==> src/rtl/vram_arbiter_pkg.sv <==
// rtl/vram_arbiter_pkg.sv - shared widths, owner encoding and tag type for the VRAM arbiter
package vram_arbiter_pkg;

    localparam int VRAM_AW_DEF  = 17;
    localparam int VRAM_DW_DEF  = 12;
    localparam int VRAM_SCW_DEF = 16;

    localparam logic OWN_DISP = 1'b0;
    localparam logic OWN_CPU  = 1'b1;

    // 640x480 at one word per pixel needs AW=19; the 17-bit default holds 320x240
    localparam int VRAM_DEPTH_640X480 = 307200;
    localparam int VRAM_DEPTH_320X240 = 76800;

    // Rides alongside each VRAM command so read data can be steered back
    typedef struct packed {
        logic valid;
        logic owner;
        logic is_read;
    } vram_tag_t;

    localparam vram_tag_t TAG_IDLE = '{valid: 1'b0, owner: OWN_DISP, is_read: 1'b0};

endpackage

==> src/rtl/vram_cpu_hold.sv <==
// rtl/vram_cpu_hold.sv - one-entry CPU holding register with EMPTY/FULL FSM and stall counter
module vram_cpu_hold
    import vram_arbiter_pkg::*;
#(
    parameter int AW  = VRAM_AW_DEF,
    parameter int DW  = VRAM_DW_DEF,
    parameter int SCW = VRAM_SCW_DEF
) (
    input  logic           CLK,
    input  logic           RST,
    input  logic           DISP_REQ,
    input  logic           CPU_REQ,
    input  logic           CPU_WE,
    input  logic [AW-1:0]  CPU_ADDR,
    input  logic [DW-1:0]  CPU_WDATA,
    output logic           CPU_ACK,
    output logic           HOLD_ISSUE,
    output logic           HOLD_WE,
    output logic [AW-1:0]  HOLD_ADDR,
    output logic [DW-1:0]  HOLD_WDATA,
    output logic [SCW-1:0] STALL_CNT
);

    localparam logic [0:0] ST_EMPTY = 1'b0;
    localparam logic [0:0] ST_FULL  = 1'b1;

    logic [0:0] state;
    logic       capture;

    // Accept whenever the slot is free or is being drained this cycle
    always_comb begin
        CPU_ACK    = (state == ST_EMPTY) || !DISP_REQ;
        HOLD_ISSUE = (state == ST_FULL) && !DISP_REQ;
        capture    = CPU_REQ && CPU_ACK;
    end

    // Slot occupancy: a new capture wins over the drain so back-to-back ops stay FULL
    always_ff @(posedge CLK) begin
        if (RST) begin
            state <= ST_EMPTY;
        end else if (capture) begin
            state <= ST_FULL;
        end else if (HOLD_ISSUE) begin
            state <= ST_EMPTY;
        end
    end

    // Held operation payload
    always_ff @(posedge CLK) begin
        if (RST) begin
            HOLD_WE    <= 1'b0;
            HOLD_ADDR  <= '0;
            HOLD_WDATA <= '0;
        end else if (capture) begin
            HOLD_WE    <= CPU_WE;
            HOLD_ADDR  <= CPU_ADDR;
            HOLD_WDATA <= CPU_WDATA;
        end
    end

    // Count cycles a held op lost to the display, sticking at all-ones
    always_ff @(posedge CLK) begin
        if (RST) begin
            STALL_CNT <= '0;
        end else if ((state == ST_FULL) && DISP_REQ && (STALL_CNT != {SCW{1'b1}})) begin
            STALL_CNT <= STALL_CNT + 1'b1;
        end
    end

endmodule

==> src/rtl/vram_arbiter.sv <==
// rtl/vram_arbiter.sv - display-priority arbiter for a single-port synchronous-read VRAM
module vram_arbiter
    import vram_arbiter_pkg::*;
#(
    parameter int AW  = VRAM_AW_DEF,
    parameter int DW  = VRAM_DW_DEF,
    parameter int SCW = VRAM_SCW_DEF
) (
    input  logic           CLK,
    input  logic           RST,
    input  logic           DISP_REQ,
    input  logic [AW-1:0]  DISP_ADDR,
    output logic [DW-1:0]  DISP_DATA,
    output logic           DISP_VALID,
    input  logic           CPU_REQ,
    input  logic           CPU_WE,
    input  logic [AW-1:0]  CPU_ADDR,
    input  logic [DW-1:0]  CPU_WDATA,
    output logic           CPU_ACK,
    output logic [DW-1:0]  CPU_RDATA,
    output logic           CPU_RVALID,
    output logic           MEM_EN,
    output logic           MEM_WE,
    output logic [AW-1:0]  MEM_ADDR,
    output logic [DW-1:0]  MEM_WDATA,
    input  logic [DW-1:0]  MEM_RDATA,
    output logic [SCW-1:0] STALL_CNT
);

    logic          hold_issue;
    logic          hold_we;
    logic [AW-1:0] hold_addr;
    logic [DW-1:0] hold_wdata;
    vram_tag_t     tag_cmd;
    vram_tag_t     tag_mem;

    vram_cpu_hold #(
        .AW  (AW),
        .DW  (DW),
        .SCW (SCW)
    ) u_hold (
        .CLK        (CLK),
        .RST        (RST),
        .DISP_REQ   (DISP_REQ),
        .CPU_REQ    (CPU_REQ),
        .CPU_WE     (CPU_WE),
        .CPU_ADDR   (CPU_ADDR),
        .CPU_WDATA  (CPU_WDATA),
        .CPU_ACK    (CPU_ACK),
        .HOLD_ISSUE (hold_issue),
        .HOLD_WE    (hold_we),
        .HOLD_ADDR  (hold_addr),
        .HOLD_WDATA (hold_wdata),
        .STALL_CNT  (STALL_CNT)
    );

    // Command register: display first, then the held CPU op, else idle
    always_ff @(posedge CLK) begin
        if (RST) begin
            MEM_EN    <= 1'b0;
            MEM_WE    <= 1'b0;
            MEM_ADDR  <= '0;
            MEM_WDATA <= '0;
            tag_cmd   <= TAG_IDLE;
        end else if (DISP_REQ) begin
            MEM_EN    <= 1'b1;
            MEM_WE    <= 1'b0;
            MEM_ADDR  <= DISP_ADDR;
            tag_cmd   <= '{valid: 1'b1, owner: OWN_DISP, is_read: 1'b1};
        end else if (hold_issue) begin
            MEM_EN    <= 1'b1;
            MEM_WE    <= hold_we;
            MEM_ADDR  <= hold_addr;
            MEM_WDATA <= hold_wdata;
            tag_cmd   <= '{valid: 1'b1, owner: OWN_CPU, is_read: !hold_we};
        end else begin
            MEM_EN    <= 1'b0;
            MEM_WE    <= 1'b0;
            tag_cmd   <= TAG_IDLE;
        end
    end

    // Second tag stage lines up with MEM_RDATA arriving from the VRAM
    always_ff @(posedge CLK) begin
        if (RST) begin
            tag_mem <= TAG_IDLE;
        end else begin
            tag_mem <= tag_cmd;
        end
    end

    // Steer read data to its owner; only one tag per cycle so VALIDs are exclusive
    always_ff @(posedge CLK) begin
        if (RST) begin
            DISP_VALID <= 1'b0;
            DISP_DATA  <= '0;
            CPU_RVALID <= 1'b0;
            CPU_RDATA  <= '0;
        end else begin
            DISP_VALID <= tag_mem.valid && tag_mem.is_read && (tag_mem.owner == OWN_DISP);
            CPU_RVALID <= tag_mem.valid && tag_mem.is_read && (tag_mem.owner == OWN_CPU);
            if (tag_mem.valid && tag_mem.is_read && (tag_mem.owner == OWN_DISP)) begin
                DISP_DATA <= MEM_RDATA;
            end
            if (tag_mem.valid && tag_mem.is_read && (tag_mem.owner == OWN_CPU)) begin
                CPU_RDATA <= MEM_RDATA;
            end
        end
    end

endmodule

==> config.mk <==
export PLATFORM = sky130hd
export DESIGN_NAME = vram_arbiter
export DESIGN_NICKNAME = d
export VERILOG_FILES = /design/src/rtl/vram_arbiter_pkg.sv /design/src/rtl/vram_cpu_hold.sv /design/src/rtl/vram_arbiter.sv
export SDC_FILE = /design/constraint.sdc
export NUM_CORES = 1
export LEC_CHECK = 0
export ABC_AREA = 1
export CORE_MARGIN = 10
export CORE_UTILIZATION = 43
export DETAILED_ROUTE_END_ITERATION = 10
export GPL_TIMING_DRIVEN = 0
export PLACE_DENSITY = 0.77
export RECOVER_POWER = 100
export SYNTH_ARGS = -nofsm -noshare
export SYNTH_HDL_FRONTEND = slang
export SYNTH_SLANG_ARGS = --single-unit
==> constraint.sdc <==
create_clock -name CLK -period 4.05 [get_ports CLK]
set_input_delay 0.81 -clock CLK [delete_from_list [all_inputs] [get_ports CLK]]
set_output_delay 0.81 -clock CLK [all_outputs]
set_load 0.05 [all_outputs]
==> flow_summary.json <==
{
  "drtIter0Drc": 196,
  "postCtsSetupBuffers": 0,
  "setup-violations-final": 0,
  "worstMarginPinSlew_ps": 674,
  "grt_max_degree": 19,
  "post_cts_resize_count": 0,
  "dieArea_um2": 14200,
  "grt_setup_unrepaired": "false",
  "die_h_um": 119,
  "grt_first_pass_wirelength_um": 20000,
  "hold_viol": 0,
  "final_common_cell": "nor2_1",
  "core_um2": 9680,
  "drtAntennaViolNets": 0,
  "h-tree-depth": 3,
  "nets": 795,
  "cp_max_fo": 8,
  "drv_slew": 0,
  "gp_congestion": 0.924,
  "synth.cell_area_um2": 4240,
  "ys_types": 25,
  "finClkSkew_ps": 12.5,
  "avgViaCountPerCell": 4.80,
  "syn2layout_area_growth_pct": 40.7,
  "mostFrequentLayoutCells": "nor2_1 (143), dfxtp_1 (109), nand2_1 (83)",
  "synth_warnings": 0,
  "yosysTopAreaCellShare_pct": 51.5,
  "leakage_nw": 2.65,
  "place_area_um2": 5770,
  "row_count": 36,
  "hp-class": "reg -> reg",
  "numCtsBuffers": 9,
  "clk_pin_slew_ps": 100,
  "critPathRequiredTime_ps": 3240,
  "fin_crit_sh_pct": 84.7,
  "synthCells": 584,
  "critical_path_arrival_ps": 2620,
  "hpwl_um": 9540,
  "multi_input_area_um2": 1690,
  "instances_no_fill": 868,
  "cts_tree": "built",
  "worst_slew_margin_rel_pct": 54.9,
  "dr_total_vias": 4169,
  "cts_buffer_depth": 2,
  "place_inst": 853,
  "finalWorstPathRequiredPeriod_ps": 3430,
  "p_per_area_nw_per_um2": 363,
  "startpoint_type": "input pin",
  "routed_wl_um": 12100,
  "worstSetupPathType": "in -> out",
  "die_w_um": 119,
  "antenna-diode-count": 0,
  "drtPass1Iterations": 4,
  "hold_buffers": 0,
  "fill_cells": 914,
  "utilization_pct": 61.6,
  "initial_core_util_pct": 43.8,
  "antenna_found_initial": 0,
  "ys_ff_latch": 109,
  "tns_ps": 0,
  "final_cell_area_um2": 5960,
  "syn-num-nets": 648,
  "grt_remaining_overflow": 0,
  "wl_per_cell_um": 14.0,
  "io_buffers": 136,
  "io_pins": 137,
  "grt_pass1_vias": 4110,
  "seq_area_frac_synth_pct": 51.5,
  "cts.sinks": 109,
  "cts_root_buf": "clkbuf_8",
  "status": "finished, final reports clean",
  "max_freq_ghz": 0.291,
  "clkLatencyLatePin_ps": 350,
  "seq_area_um2": 2180,
  "route.detailed.drc": 0,
  "yosys.area.top_type": "dfxtp_1",
  "maxCapViolCount": 0,
  "grtUsageTotal_pct": 16.7,
  "synth_area_leaders": "dfxtp_1 (51%), nor2_1 (12%), o21ai_0 (9.6%), nand2_1 (7.3%), inv_1 (5.4%)",
  "syn_avg_cell_area_um2": 7.26,
  "critPathCaptureType": "output pin",
  "drive_above_1_share_pct": 2.59,
  "ir_drop_uv": 229,
  "whs_ps": 410
}
path summary, 6_finish.rpt:
check	from	endpoint	slack, ps	cells after the start
min	tag_cmd[1]	tag_mem[1]	410	2
max reg2reg	u_hold.state	u_hold.HOLD_WDATA[10]	2200	7
min reg2reg	tag_cmd[1]	tag_mem[1]	410	2
max	DISP_REQ	CPU_ACK	620	3
cells in the mapped netlist, drive strengths merged:
cell    number
clkinv       2
buf         13
inv         62
nand3b       1
o21bai       1
clkbuf      15
o21a         1
nor3         3
o21ai       81
ha           1
a22oi       10
nand4        3
nand2       83
a21oi       33
nor2       144
dfxtp      109
and2         1
nand3       21
cells by family (layout without fill, tap and decap cells):
| logic type | after synthesis | count (layout) | share of synthesized area (%) |
|---|---|---|---|
| buffers and inverters | 92 | 243 | 8.62 |
| and+or+nand+nor | 256 | 256 | 24.0 |
| AOI/OAI and AO/OA | 126 | 126 | 15.6 |
| adders and majority gates | 1 | 1 | 0.295 |
| DFF | 109 | 109 | 51.5 |
registers in the layout, indices dropped and copies added, names as in the netlist:
name / flops
MEM_ADDR: 17
u_hold.HOLD_ADDR: 17
u_hold.STALL_CNT: 16
CPU_RDATA: 12
DISP_DATA: 12
MEM_WDATA: 12
u_hold.HOLD_WDATA: 12
tag_mem: 3
tag_cmd: 2
CPU_RVALID: 1
DISP_VALID: 1
MEM_EN: 1
MEM_WE: 1
u_hold.HOLD_WE: 1
u_hold.state: 1
final cells by class:
class	instances	area share (%)
Tap cell	133	2.79
Multi-Input combinational cell	383	28.3
Clock inverter	6	1.57
Sequential cell	109	36.6
Timing Repair Buffer	136	22.8
Buffer	28	1.87
Clock buffer	9	2.08
Inverter	64	4.03
per-stage QoR:
stage	total power [W]	worst slack [ps]
finish	0.00217	618
global route	0.00226	578
CTS	0.00220	882
detailed placement	0.00149	892
global placement	0.00148	895
floorplan	0.00134	2160
report_power, final:
| group | switching, W | internal, W | leakage, nW | total [W] |
|---|---|---|---|---|
| sequential | 0.0000219 | 0.00112 | 0.893 | 0.00114 |
| clock | 0.000367 | 0.000351 | 0.106 | 0.000718 |
| combinational | 0.000186 | 0.000121 | 1.65 | 0.000307 |
metal layers:
layer  routed length, µm  global-route usage [%]
met1                5320                    20.1
met2                5850                    28.3
met4                 214                    5.73
met5                   0                       0
met3                 750                    4.53
critical path, stage by stage:
cell	delay [ps]
dlygate4sd3_1	600
nand2_1	280
dlygate4sd3_1	930
No activity file was read; power rests on OpenSTA's default activity.
